===== src/rtl/apb_slave_ws.sv =====
// APB4 slave front-end for the timer register bank: address decode, programmable
// wait states, registered strobes and read-data return with error response.
module apb_slave_ws #(
    parameter  int ADDR_WIDTH  = 12,
    parameter  int DATA_WIDTH  = 32,
    parameter  int NUM_REGS    = 8,
    parameter  int WAIT_STATES = 0,
    localparam int STRB_WIDTH  = DATA_WIDTH / 8,
    localparam int IDX_WIDTH   = (NUM_REGS > 1) ? $clog2(NUM_REGS) : 1
) (
    input  logic                  sys_clk,
    input  logic                  sys_rst_n,
    input  logic                  tim_psel,
    input  logic                  tim_penable,
    input  logic                  tim_pwrite,
    input  logic [ADDR_WIDTH-1:0] tim_paddr,
    input  logic [DATA_WIDTH-1:0] tim_pwdata,
    input  logic [STRB_WIDTH-1:0] tim_pstrb,
    output logic [DATA_WIDTH-1:0] tim_prdata,
    output logic                  tim_pready,
    output logic                  tim_pslverr,
    input  logic                  reg_error_flag,
    input  logic [DATA_WIDTH-1:0] reg_rdata,
    output logic [IDX_WIDTH-1:0]  reg_idx,
    output logic [DATA_WIDTH-1:0] reg_wdata,
    output logic [STRB_WIDTH-1:0] reg_wstrb,
    output logic                  wr_en,
    output logic                  rd_en
);

    // Wait-state count saturates at 15 so it always fits the 4-bit counter.
    localparam int              WS_EFF   = (WAIT_STATES > 15) ? 15 : WAIT_STATES;
    localparam logic [3:0]      WS_CNT   = 4'(WS_EFF);
    localparam logic [ADDR_WIDTH-1:0] NUM_REGS_A = ADDR_WIDTH'(NUM_REGS);

    typedef enum logic [1:0] {
        S_IDLE,
        S_WAIT,
        S_RESP
    } state_t;

    state_t                  state_q, state_d;
    logic [3:0]              cnt_q, cnt_d;
    logic                    latch_setup;
    logic                    enter_resp;
    logic [ADDR_WIDTH-1:0]   addr_q;
    logic                    write_q;
    logic [ADDR_WIDTH-1:0]   word_addr;
    logic                    dec_err;
    logic                    read_ok;

    assign word_addr = addr_q >> 2;
    assign dec_err   = (addr_q[1:0] != 2'b00) || (word_addr >= NUM_REGS_A);
    assign read_ok   = enter_resp && !write_q && !dec_err;

    always_comb begin
        // NOTE: every signal gets a default before the case so no path leaves it unassigned (no latches).
        state_d     = state_q;
        cnt_d       = cnt_q;
        latch_setup = 1'b0;
        enter_resp  = 1'b0;
        unique case (state_q)
            S_IDLE: begin
                if (tim_psel && !tim_penable) begin
                    latch_setup = 1'b1;
                    cnt_d       = WS_CNT;
                    state_d     = S_WAIT;
                end
            end
            S_WAIT: begin
                if (!tim_psel) begin
                    state_d = S_IDLE;
                end else if (cnt_q != 4'd0) begin
                    cnt_d = cnt_q - 4'd1;
                end else if (tim_penable) begin
                    enter_resp = 1'b1;
                    state_d    = S_RESP;
                end
            end
            S_RESP:  state_d = S_IDLE;
            default: state_d = S_IDLE;
        endcase
    end

    // Outputs are registered from the transition into RESP, so they are high
    // for exactly the one cycle spent in RESP and zero everywhere else.
    always_ff @(posedge sys_clk or negedge sys_rst_n) begin
        if (!sys_rst_n) begin
            state_q     <= S_IDLE;
            cnt_q       <= 4'd0;
            addr_q      <= '0;
            write_q     <= 1'b0;
            reg_idx     <= '0;
            reg_wdata   <= '0;
            reg_wstrb   <= '0;
            tim_prdata  <= '0;
            tim_pready  <= 1'b0;
            tim_pslverr <= 1'b0;
            wr_en       <= 1'b0;
            rd_en       <= 1'b0;
        end else begin
            // NOTE: sequential state uses non-blocking assignments so all registers update together.
            state_q <= state_d;
            cnt_q   <= cnt_d;
            if (latch_setup) begin
                addr_q    <= tim_paddr;
                write_q   <= tim_pwrite;
                reg_idx   <= tim_paddr[2 +: IDX_WIDTH];
                reg_wdata <= tim_pwdata;
                reg_wstrb <= tim_pstrb;
            end
            tim_pready  <= enter_resp;
            tim_pslverr <= enter_resp && (dec_err || reg_error_flag);
            wr_en       <= enter_resp && write_q && !dec_err;
            rd_en       <= read_ok;
            tim_prdata  <= read_ok ? reg_rdata : '0;
        end
    end

endmodule


===== config.mk =====
export PLATFORM = sky130hd
export DESIGN_NAME = apb_slave_ws
export DESIGN_NICKNAME = d
export VERILOG_FILES = /design/src/rtl/apb_slave_ws.sv
export SDC_FILE = /design/constraint.sdc
export NUM_CORES = 1
export LEC_CHECK = 0
export CAP_MARGIN = 20
export CORE_MARGIN = 10
export CORE_UTILIZATION = 44
export CTS_CLUSTER_DIAMETER = 120
export DETAILED_ROUTE_END_ITERATION = 10
export GPL_TIMING_DRIVEN = 0
export PLACE_DENSITY_LB_ADDON = 0.08
export SYNTH_ARGS = -nofsm -noshare
export SYNTH_HDL_FRONTEND = slang
export SYNTH_SLANG_ARGS = --single-unit

===== constraint.sdc =====
create_clock -name sys_clk -period 2.58 [get_ports sys_clk]
set_input_delay 0.516 -clock sys_clk [delete_from_list [all_inputs] [get_ports sys_clk]]
set_output_delay 0.516 -clock sys_clk [all_outputs]
set_load 0.01 [all_outputs]

# Yosys cells after proc, flatten, opt, wreduce, memory -nomap -nowiden
# Index checks and enable logic that the tools add are counted.
# classes
add_sub_neg	1
multipliers	0
div_mod_pow	0
n_lt_le_gt_ge	1
eq_ne	6
shift	0
mux	16
bitwise	0
n_reduce_logical	17
# ops
operator	count
32-bit two-way mux	1
4-bit two-way mux	3
10-bit by 4-bit >= comparator with 1-bit output (second input constant)	1
2-bit two-way mux	4
4-bit one-hot mux with 2 select lines	1
1-bit logical AND	6
1-bit two-way mux	6
2-bit != test (second input constant)	3
3-bit != test (second input constant)	2
2-bit one-hot mux with 2 select lines	1
4-bit AND reduction	1
2-bit nonzero test	2
4-bit nonzero test	1
4-bit by 1-bit subtractor with 4-bit output (second input constant)	1
1-bit logical NOT	3
3-bit AND reduction	1
2-bit by 1-bit == test with 1-bit output (second input constant)	1
2-bit logical NOT	1
1-bit logical OR	2
# word_totals
register_bits	94
latch_bits	0
mem_bits_rw	0
mem_bits_ro	0
input_bits	86
word_cells	53
n_memories	0

# Longest topological paths before layout
# Gate-level depths: netlist of the first run.
# depth
depth_word	7
mapped_depth	6
ltp_nobuf	5

# Worst setup path before layout of the first run
# OpenSTA, ideal clock, no wires.
# synth_path
kind	register to register
startpoint	register cnt_q[0]
endpoint	register cnt_q[1]
arrival_time_ns	1.484
required_ns	2.460
setup_slack_ns	0.975
stages_incl_launch_ff	6
cell_sequence	dfrtp_1 > inv_1 > ha_1 > or3b_2 > and4b_1 > a31o_2
# synth_between
elab_chain_cells	4
elab_cells_between_ends	7
cone_classes	add/sub: 1; eq/ne: 1; mux: 3; reduce/logical: 2
# synth_rtl
element	line_no	rtl
from (decl)	43	logic [3:0] cnt_q, cnt_d;
from (signal assigned)	104	cnt_q <= cnt_d;
4-bit by 1-bit subtractor with 4-bit output	74	cnt_d = cnt_q - 4'd1;
4-bit two-way mux	73	end else if (cnt_q != 4'd0) begin
4-bit two-way mux	71	if (!tim_psel) begin
4-bit one-hot mux with 2 select lines	62	unique case (state_q)
# Several ways; a longest one is shown, not always the timed one. The select of a mux whose other input is x is not followed.
# A chain may end at the register's enable or synchronous reset.

# Worst setup path in the final report of the first run
# layout_path
startpoint	input port tim_psel
endpoint	register reg_wdata[12]
# layout_between
elab_chain_cells	3
# layout_rtl
element	line_no	rtl
from (decl)	13	input logic tim_psel,
1-bit logical AND	64	if (tim_psel && !tim_penable) begin
1-bit two-way mux	64	
1-bit two-way mux	62	
to (signal assigned)	109	reg_wdata <= tim_pwdata;
to (decl)	25	output logic [DATA_WIDTH-1:0] reg_wdata,
# Every way passes these cells.

==> reports/metrics.csv, run 1 <==
stage,metric,value,unit
drt,total routed wirelength,9.74,mm
drt,WL per Instance,15.2,µm
layout,P&R area growth vs syn,55.2,%
sta,Tcrit/Tclk final,78.2,%
floorplan,Die Y,109,µm
drt,initial DRC count,113,
hold_path,Hold Path Class,primary input to asynchronous set/reset pin,
clocking,total CTS buffers,9,
layout,"commonest cells after routing, fill and taps aside","159 x clkdlybuf4s50_1, 147 x nand2_1, 91 x dfrtp_1",
clocking,Max Root-Sink Buffers,2,
yosys,Synth top area share,65.0,%
sta,"Setup violations, final",0,
placed_design,HPWL after detailed placement,7.45,mm
worst_setup_path,Worst setup EP type,register,
layout,Layout Nets,620,
clocking,worst skew pair latency,0.34,ns
sta,Slew HR,59.0,%
sta,final worst path period need,2.02,ns
yosys,"EDFF count, synth",0,
power,peak supply drop,0.455,mV
layout,Non-Filler Instances,639,
yosys,Synth Area per Inst,9.72,µm²
sta,Final Hold Viols,0,
floorplan,die area,11900,µm²
clocking,hold buffers post-CTS,0,
yosys,Synth Net Count,448,
yosys,ys async rst share,100,%
floorplan,# IOs,161,
clocking,CTS tree,done,
sta,Fmax,0.495,GHz
placed_design,PortBufs,160,
layout,Ant. Diodes,0,
global_routing,initial antenna violation count,0,
layout,final cell utilization of the core,70.3,%
clocking,root buf cell,clkbuf_8,
worst_setup_path,Worst EP required,2.86,ns
placed_design,global placement routability congestion,0.791,
drt,iteration count of the initial detailed-routing pass,4,
sta,clk_skew,0.0122,ns
yosys,Ys Warns,0,
global_routing,pin count of the biggest net entering global routing,68,
clocking,H-Tree Depth,3,
sta,WHS,0.0717,ns
sta,Slew @ Worst Pin,0.613,ns
worst_setup_path,CP Data Arrival Time,2.29,ns
floorplan,core footprint,7730,µm²
yosys,top post-synthesis cells by area,"dfrtp_1 65%, nand2_1 16%, nor4_1 5.7%",
status,outcome,"complete, no violations",
placed_design,cell total after placement,623,
floorplan,Die X,109,µm
drt,Via density,4.62,
run,Max-Cap Viols,0,
global_routing,first-pass GRT wire length,15.2,mm
yosys,cells after synthesis,360,
floorplan,initial core utilization,45.3,%
worst_setup_path,worst setup path class,primary input to register,
clocking,Resized cells post-CTS,0,
yosys,sequential area share after synthesis,65.0,%
sta,Final TNS setup,0,ns
yosys,leading area contributor after synthesis,dfrtp_1,
drt,drt drc,0,
yosys,synthesized cell area,3500,µm²
drt,post-route ant nets,0,
sta,RSZ-0062 raised after global routing,false,
worst_setup_path,Worst setup SP type,primary input,
global_routing,vias in the first global route,3019,
clocking,postcts setup bufs,0,
clocking,clock-pin transition on the worst setup and hold timing paths,0.09,ns
floorplan,Std-Cell Rows,32,
clocking,clock sinks,91,
layout,"commonest non-fill, non-tap cell in the layout",clkdlybuf4s50_1,
global_routing,Overall Global Routing Usage,16.0,%
power,Leak,2.61,nW
layout,share of cells above drive strength 1,5.03,%
sta,max-slew violation count,0,
worst_setup_path,CP Max Fanout,10,
yosys,Seq cells post-synth,91,
yosys,commonest register cell after synthesis,dfrtp_1,
drt,vias,2949,
yosys,distinct cell type count after synthesis,27,
power,Power Density,730,nW/µm²
global_routing,gr ovfl total,0,
-- path summary, 6_finish.rpt --
| path | slack (ns) | startpoint | end | depth (start not counted) |
|---|---|---|---|---|
| worst max-delay path | 0.56 | tim_psel | reg_wdata[12]$_DFFE_PN0P_ | 5 |
| worst min-delay path | 0.07 | sys_rst_n | tim_prdata[5]$_DFF_PN0_ | 1 |
| worst max register to register | 0.70 | cnt_q[0]$_DFFE_PN0P_ | tim_prdata[20]$_DFF_PN0_ | 6 |
| worst min register to register | 0.48 | reg_wstrb[2]$_DFFE_PN0P_ | reg_wstrb[2]$_DFFE_PN0P_ | 2 |
| max in group asynchronous | 1.87 | sys_rst_n | reg_wdata[20]$_DFFE_PN0P_ | 2 |
| min in group sys_clk | 0.48 | reg_wstrb[2]$_DFFE_PN0P_ | reg_wstrb[2]$_DFFE_PN0P_ | 2 |
-- metrics by stage --
stage	setup WS (ns)	total power, W	area, µm²
after floorplan	0.975	0.00242	3500
after global placement	-2.32	0.00311	5230
after detailed placement	0.162	0.00314	5260
after CTS	0.535	0.00402	5430
after global routing	0.302	0.00424	5430
final	0.561	0.00397	5430
-- critical path, cell delays in order --
cell and delay [ns]:
clkdlybuf4s50_1 0.60, nor4b_2 0.57, clkbuf_1 0.43, nand2_1 0.11, nand2_1 0.07
-- registers in the layout, indices dropped and copies added (netlist names), 2 cells and up --
name and count:
tim_prdata 32, reg_idx 2, reg_wstrb 4, addr_q 10
cnt_q 4, reg_wdata 32, state_q 2
-- cells by family (layout without fill, tap and decap cells) --
logic type / after synthesis / in the layout / synth area share (%)
AND/OR/NAND/NOR: 201 / 201 / 26.1
flip-flops: 91 / 91 / 65.0
buffers and inverters: 59 / 236 / 6.75
AO/OA/AOI/OAI: 5 / 5 / 0.822
adder cells (fa/ha/maj): 2 / 2 / 0.715
multiplexers: 2 / 2 / 0.572
-- where the power goes --
part	switching, W	internal (W)
logic	0.000587	0.000655
registers	0.000160	0.00170
clock network	0.000484	0.000381
total	0.00123	0.00274
-- final cells by class --
type | count | area, µm²
fill | 596 | 2290
sequential | 91 | 2280
timing repair buffer | 161 | 1630
multi-input combinational | 210 | 987
clock buffer | 11 | 141
inverter | 35 | 131
tap | 102 | 128
buffer | 24 | 105
clock inverter | 5 | 37.5
-- synthesized netlist by cell type, drive strengths merged, types with 2 or more instances --
cell    count
nand4b      2
dfrtp      91
nor4       33
ha          2
clkbuf     18
inv        35
o21ai       3
nor2        3
nor3        3
or4b        2
nand4       2
buf         6
nand2     147
mux2i       2
-- metal layers --
layer  vias up  part of all wire [%]  GRT usage, %
met5         -                     0             0
met4         0                   1.1          5.20
met3         9                    12          7.43
met2       115                    45          24.9
met1      1350                    42          19.2
li1       1475                     -             -
No activity file was read; power rests on OpenSTA's default activity.
==> run 2, diff against run 1 <==
- CORE_UTILIZATION: 44 -> 37
- clock period: 2.58 -> 1.85 ns (I/O delays scaled with it)
==> run 2 against run 1 <==
Register-to-register slack worse by 0.59 ns. Global-route usage fell by 1.3 points. Worst setup slack worse by 0.53 ns. Critical endpoint is now reg_idx[0]$_DFFE_PN0P_.
==> reports/metrics.csv, run 2 (synthesized netlist as in run 1, its figures left out) <==
stage,metric,value,unit,change
power,peak supply drop,0.589,mV,+29%
power,Power Density,1040,nW/µm²,+42%
sta,max-slew violation count,0,,unchanged
power,Sw Pwr,0.00179,W,+45%
clocking,root buf cell,clkbuf_8,,
worst_setup_path,CP Max Fanout,10,,unchanged
floorplan,Die X,117,µm,+7.4%
worst_setup_path,reg2reg setup slack,0.11,ns,-0.59 ns
power,Leak,2.65,nW,+1.3%
sta,"Setup violations, final",0,,unchanged
sta,RSZ-0062 raised after global routing,true,,
drt,drt drc,0,,unchanged
floorplan,core footprint,9240,µm²,+20%
drt,WL per Instance,15.0,µm,-1.4%
clocking,clock-pin transition on the worst setup and hold timing paths,0.09,ns,about the same
power,Clock Power Share,24.2,%,+2.4 points
layout,Largest regs,"reg_wdata (32), tim_prdata (32), addr_q (10)",,
sta,clk_skew,0.0119,ns,-0.000261 ns
sta,WHS,0.0141,ns,-0.0575 ns
drt,Via density,4.47,,-3.2%
layout,Layout Nets,621,,+0.16%
layout,Post-Layout Inst Area,5540,µm²,+2.0%
clocking,clock sinks,91,,unchanged
power,Comb power frac,30.6,%,-0.7 points
global_routing,initial antenna violation count,0,,unchanged
hold_path,Hold Path Class,primary input to asynchronous set/reset pin,,
sta,Slew @ Worst Pin,0.618,ns,+0.00483 ns
sta,Slew HR,58.8,%,-0.22 points
placed_design,Post-DP Area,5290,µm²,+0.64%
power,Flop pwr share,45.2,%,-1.7 points
placed_design,HPWL after detailed placement,7.57,mm,+1.6%
clocking,worst skew pair latency,0.35,ns,about the same
placed_design,cell total after placement,650,,+4.3%
global_routing,pin count of the biggest net entering global routing,48,,-29%
layout,P&R area growth vs syn,58.3,%,
global_routing,Overall Global Routing Usage,14.7,%,-1.3 points
floorplan,die area,13800,µm²,+15%
worst_setup_path,Worst setup EP type,register,,
clocking,total CTS buffers,9,,unchanged
sta,Fmax,0.550,GHz,
power,cell-internal power,0.00397,W,+45%
drt,total routed wirelength,10.0,mm,+2.9%
power,sw frac,31.0,%,about the same
clocking,H-Tree Depth,3,,unchanged
layout,"commonest non-fill, non-tap cell in the layout",clkdlybuf4s50_1,,
layout,Ant. Diodes,0,,unchanged
floorplan,Die Y,117,µm,+7.4%
worst_setup_path,worst setup path class,primary input to register,,
placed_design,PortBufs,160,,unchanged
run,Max-Cap Viols,0,,unchanged
worst_setup_path,CP Data Arrival Time,2.06,ns,-0.23 ns
drt,iteration count of the initial detailed-routing pass,4,,unchanged
layout,share of cells above drive strength 1,6.51,%,+1.5 points
global_routing,vias in the first global route,3106,,+2.9%
sta,Tcrit/Tclk final,98.3,%,
drt,initial DRC count,89,,-21%
drt,post-route ant nets,0,,unchanged
status,outcome,"complete, no violations",,
sta,Final Hold Viols,0,,unchanged
layout,fill count,817,,+37%
floorplan,Std-Cell Rows,35,,+9.4%
floorplan,# IOs,161,,unchanged
worst_setup_path,Worst EP required,2.09,ns,-0.77 ns
clocking,CTS tree,done,,
global_routing,gr ovfl total,0,,unchanged
layout,"commonest cells after routing, fill and taps aside","159 x clkdlybuf4s50_1, 147 x nand2_1, 91 x dfrtp_1",,
clocking,Max Root-Sink Buffers,2,,unchanged
global_routing,first-pass GRT wire length,15.8,mm,+4.3%
sta,final worst path period need,1.82,ns,
worst_setup_path,Worst setup SP type,primary input,,
drt,vias,2980,,+1.1%
layout,Non-Filler Instances,667,,+4.4%
floorplan,initial core utilization,37.9,%,-7.4 points
placed_design,global placement routability congestion,0.755,,-4.5%
## run 2: cell types whose count changed in the layout (fill, tap and decap cells not counted)
cell | before | now
buf_2 | 3 | 4
buf_4 | 4 | 5
bufinv_16 | 0 | 1
clkbuf_1 | 19 | 17
clkbuf_2 | 0 | 1
clkinv_4 | 1 | 2
clkinvlp_4 | 2 | 0
nor3b_1 | 1 | 0
nor3b_2 | 0 | 1
nor4_1 | 32 | 28
nor4_2 | 1 | 5
nor4b_2 | 1 | 0
nor4b_4 | 0 | 1
## run 2: repair_timing
action,CTS,global route
buffers inserted,1,0
endpoints found under the setup margin,43,73
pin swaps,1,0
hold buffers,0,0
gates resized for setup,1,10
## run 2: power by group through the flow
stage | sequential, W | combinational (W) | clock, W
finish | 0.00260 | 0.00176 | 0.00139
global route | 0.00266 | 0.00197 | 0.00151
CTS | 0.00260 | 0.00179 | 0.00143
detailed placement | 0.00263 | 0.00178 | 0
global placement | 0.00262 | 0.00174 | 0
floorplan | 0.00273 | 0.000651 | 0
## run 2: final cells by class
type	instances	area (µm²)	share of cell area (%)
Sequential cell	91	2280	41.1
Multi-Input combinational cell	210	1030	18.5
Inverter	35	131	2.37
Timing Repair Buffer	162	1630	29.5
Buffer	24	108	1.94
Clock buffer	11	141	2.55
Clock inverter	5	61.3	1.11
Tap cell	129	161	2.91
## run 2: path summary, 6_finish.rpt
path / depth (start not counted) / endpoint / startpoint
min: 1 / tim_prdata[5]$_DFF_PN0_ / sys_rst_n
max in group asynchronous: 2 / tim_prdata[0]$_DFF_PN0_ / sys_rst_n
max: 6 / reg_idx[0]$_DFFE_PN0P_ / tim_psel
max reg2reg: 5 / reg_idx[0]$_DFFE_PN0P_ / state_q[0]$_DFFE_PN0P_
min reg2reg: 2 / reg_wdata[17]$_DFFE_PN0P_ / reg_wdata[17]$_DFFE_PN0P_
min in group sys_clk: 2 / reg_wdata[17]$_DFFE_PN0P_ / reg_wdata[17]$_DFFE_PN0P_
## run 2: per-stage QoR
step                      util (%)  setup TNS (ns)  worst slack (ns)  total power [W]
final                         60.0               0            0.0319          0.00576
after global routing          60.0           -1.01           -0.0611          0.00615
after CTS                     59.6               0           0.00339          0.00582
after detailed placement      57.2          -24.06            -0.440          0.00441
after global placement        57.0         -295.55             -3.03          0.00435
after floorplan                  -               0             0.245          0.00338
## run 2: layer usage
| metal | up-vias | track usage, % | wire length [µm] |
|---|---|---|---|
| li1 | 1477 | - | - |
| met1 | 1379 | 17.5 | 4210 |
| met2 | 113 | 22.8 | 4480 |
| met3 | 11 | 7.08 | 1230 |
| met4 | 0 | 4.70 | 107 |
| met5 | - | 0 | 0 |
## run 2: critical path, stage by stage
cell             delay (ns)
clkdlybuf4s50_1        0.60
or4b_1                 0.45
clkbuf_1               0.19
clkbuf_1               0.26
nand2_1                0.12
nand2_1                0.06
==> variant, RTL diff (config.mk and constraints of run 1) <==
Set the parameter `ADDR_WIDTH` to 13 (it was 12).
--- a/src/rtl/apb_slave_ws.sv
+++ b/src/rtl/apb_slave_ws.sv
@@ -2,5 +2,5 @@
 // wait states, registered strobes and read-data return with error response.
 module apb_slave_ws #(
-    parameter  int ADDR_WIDTH  = 12,
+    parameter  int ADDR_WIDTH  = 13,
     parameter  int DATA_WIDTH  = 32,
     parameter  int NUM_REGS    = 8,
Interface: changed (resized tim_paddr); port bits go from 161 to 162. No check against the original RTL was run, so the function may have changed too.
==> variant against run 1 <==
Global-route usage fell by 0.75 points. Cell count fell by 15%. Routed wire length rose by 1.6%. Via count fell by 11%. First-iteration DRC count fell by 4.4%. Sequential share of layout area fell by 1.9 points. Sequential cell count rose by 1. Area after synthesis rose by 7.6%. Non-clock buffer count fell by 4. Power fell by 9.2%. Setup slack got worse by 0.035 ns. Count of clock-buffer cells in the layout fell by 1. Design area rose by 6.0%.
==> variant: results (changes against run 1) <==
placed_design:
  gp_congestion: 0.792  # +0.16%
timing:
  whs_ns: 0.0947  # +0.0231 ns
  slew_headroom_pct: 64.6  # +5.7 points
  fin_skew_ns: 0.0116  # -0.000601 ns
global_routing:
  grt_usage_pct: 15.2  # -0.75 points
  grt_max_degree: 63  # -7.4%
  grt_pass1_wl_um: 15500  # +2.4%
  grt_pass1_vias: 2814  # -6.8%
setup_path:
  regToRegStartpoint: "addr_q[1]"
  critPathMaxStageDelay_ns: 0.57  # -0.03 ns
  reg2reg_slack_ns: 0.56  # -0.14 ns
clock_network:
  post_cts_buffers: 0  # unchanged
cells_and_area:
  drive_gt1_share_pct: 18.3  # +13 points
  fin_nets: 522  # -16%
  fillers: 607  # +1.8%
  reg_top3: "reg_wdata x32, tim_prdata x32, addr_q x11"
power:
  vdd_drop_max_uv: 366  # -20%
  p_leak_nw: 2.69  # +2.9%
  cellPowerDensity_nw_per_um2: 625  # -14%
  intPower_mw: 2.72  # -0.58%
synth:
  synth.area.top_cells: "dfrtp_1, mux2_4, nor4_1"
  synth_common_cells: "dfrtp_1, mux2_4, inv_1"
  yosysSeqAreaShare_pct: 61.1  # -4.0 points
  syn_nets: 349  # -22%
status:
  status: "complete, no violations"
drt:
  drt-total-wl_um: 9900  # +1.6%
  via_per_inst: 4.83  # +4.6%
variant: cell count changes after synthesis, sizes merged, moves of 2 or more:
cell and delta:
clkbuf -8, and4bb +2, buf +3, o21ai -3, nor2 +2, nand2 -144, mux2 +50
variant: power by group through the flow:
stage / registers [mW] / clock network [mW] / logic, mW
after global routing: 1.69 / 1.17 / 0.899
after floorplan: 1.75 / 0 / 0.334
after CTS: 1.67 / 1.10 / 0.863
final: 1.67 / 1.08 / 0.848
after detailed placement: 1.70 / 0 / 0.856
after global placement: 1.69 / 0 / 0.842
variant: cells by family after synthesis:
| family | Yosys count | share of synthesized area [%] |
|---|---|---|
| simple gates | 56 | 9.50 |
| fa+ha+maj | 2 | 0.664 |
| flops | 92 | 61.1 |
| mux | 53 | 20.3 |
| buf+inv | 54 | 7.80 |
| compound gates | 3 | 0.631 |
variant: final timing paths:
path | to | cells past startpoint
hold reg to reg | reg_wdata[0] | 1
min in group sys_clk | reg_wdata[0] | 1
max in group asynchronous | state_q[1] | 2
setup / recovery | tim_prdata[17] | 5
hold / removal | reg_wdata[15] | 1
setup reg to reg | tim_prdata[17] | 4
variant: worst register-to-register path, stage by stage, from the launching register on:
cell,delay (ns)
dfrtp_1,0.39
nor4_1,0.51
nand4_1,0.42
clkbuf_1,0.34
nor4_1,0.26
variant: area by class of cell:
type                       count  area share, %
sequential                    92           40.0
timing repair buffer         162           28.4
multi-input combinational    114           20.3
buffer                        19           2.82
clock buffer                  10           2.39
inverter                      35           2.28
tap                          105           2.28
clock inverter                 6           1.52
variant: stage by stage:
stage / worst slack (ns) / cell area, um2 / cells
finish: 0.527 / 5760 / 543
global route: 0.367 / 5760 / 543
CTS: 0.544 / 5760 / 543
detailed placement: 0.193 / 5540 / 527
global placement: -2.39 / 5510 / 526
floorplan: 0.860 / 3770 / 260
variant: metal layers:
metal | global-route usage [%] | wire (um) | vias to the layer above
li1 | - | - | 1234
met1 | 18.2 | 4190 | 1302
met2 | 26.1 | 5170 | 81
met3 | 3.83 | 459 | 4
met4 | 4.82 | 73 | 0
met5 | 0 | 0 | -
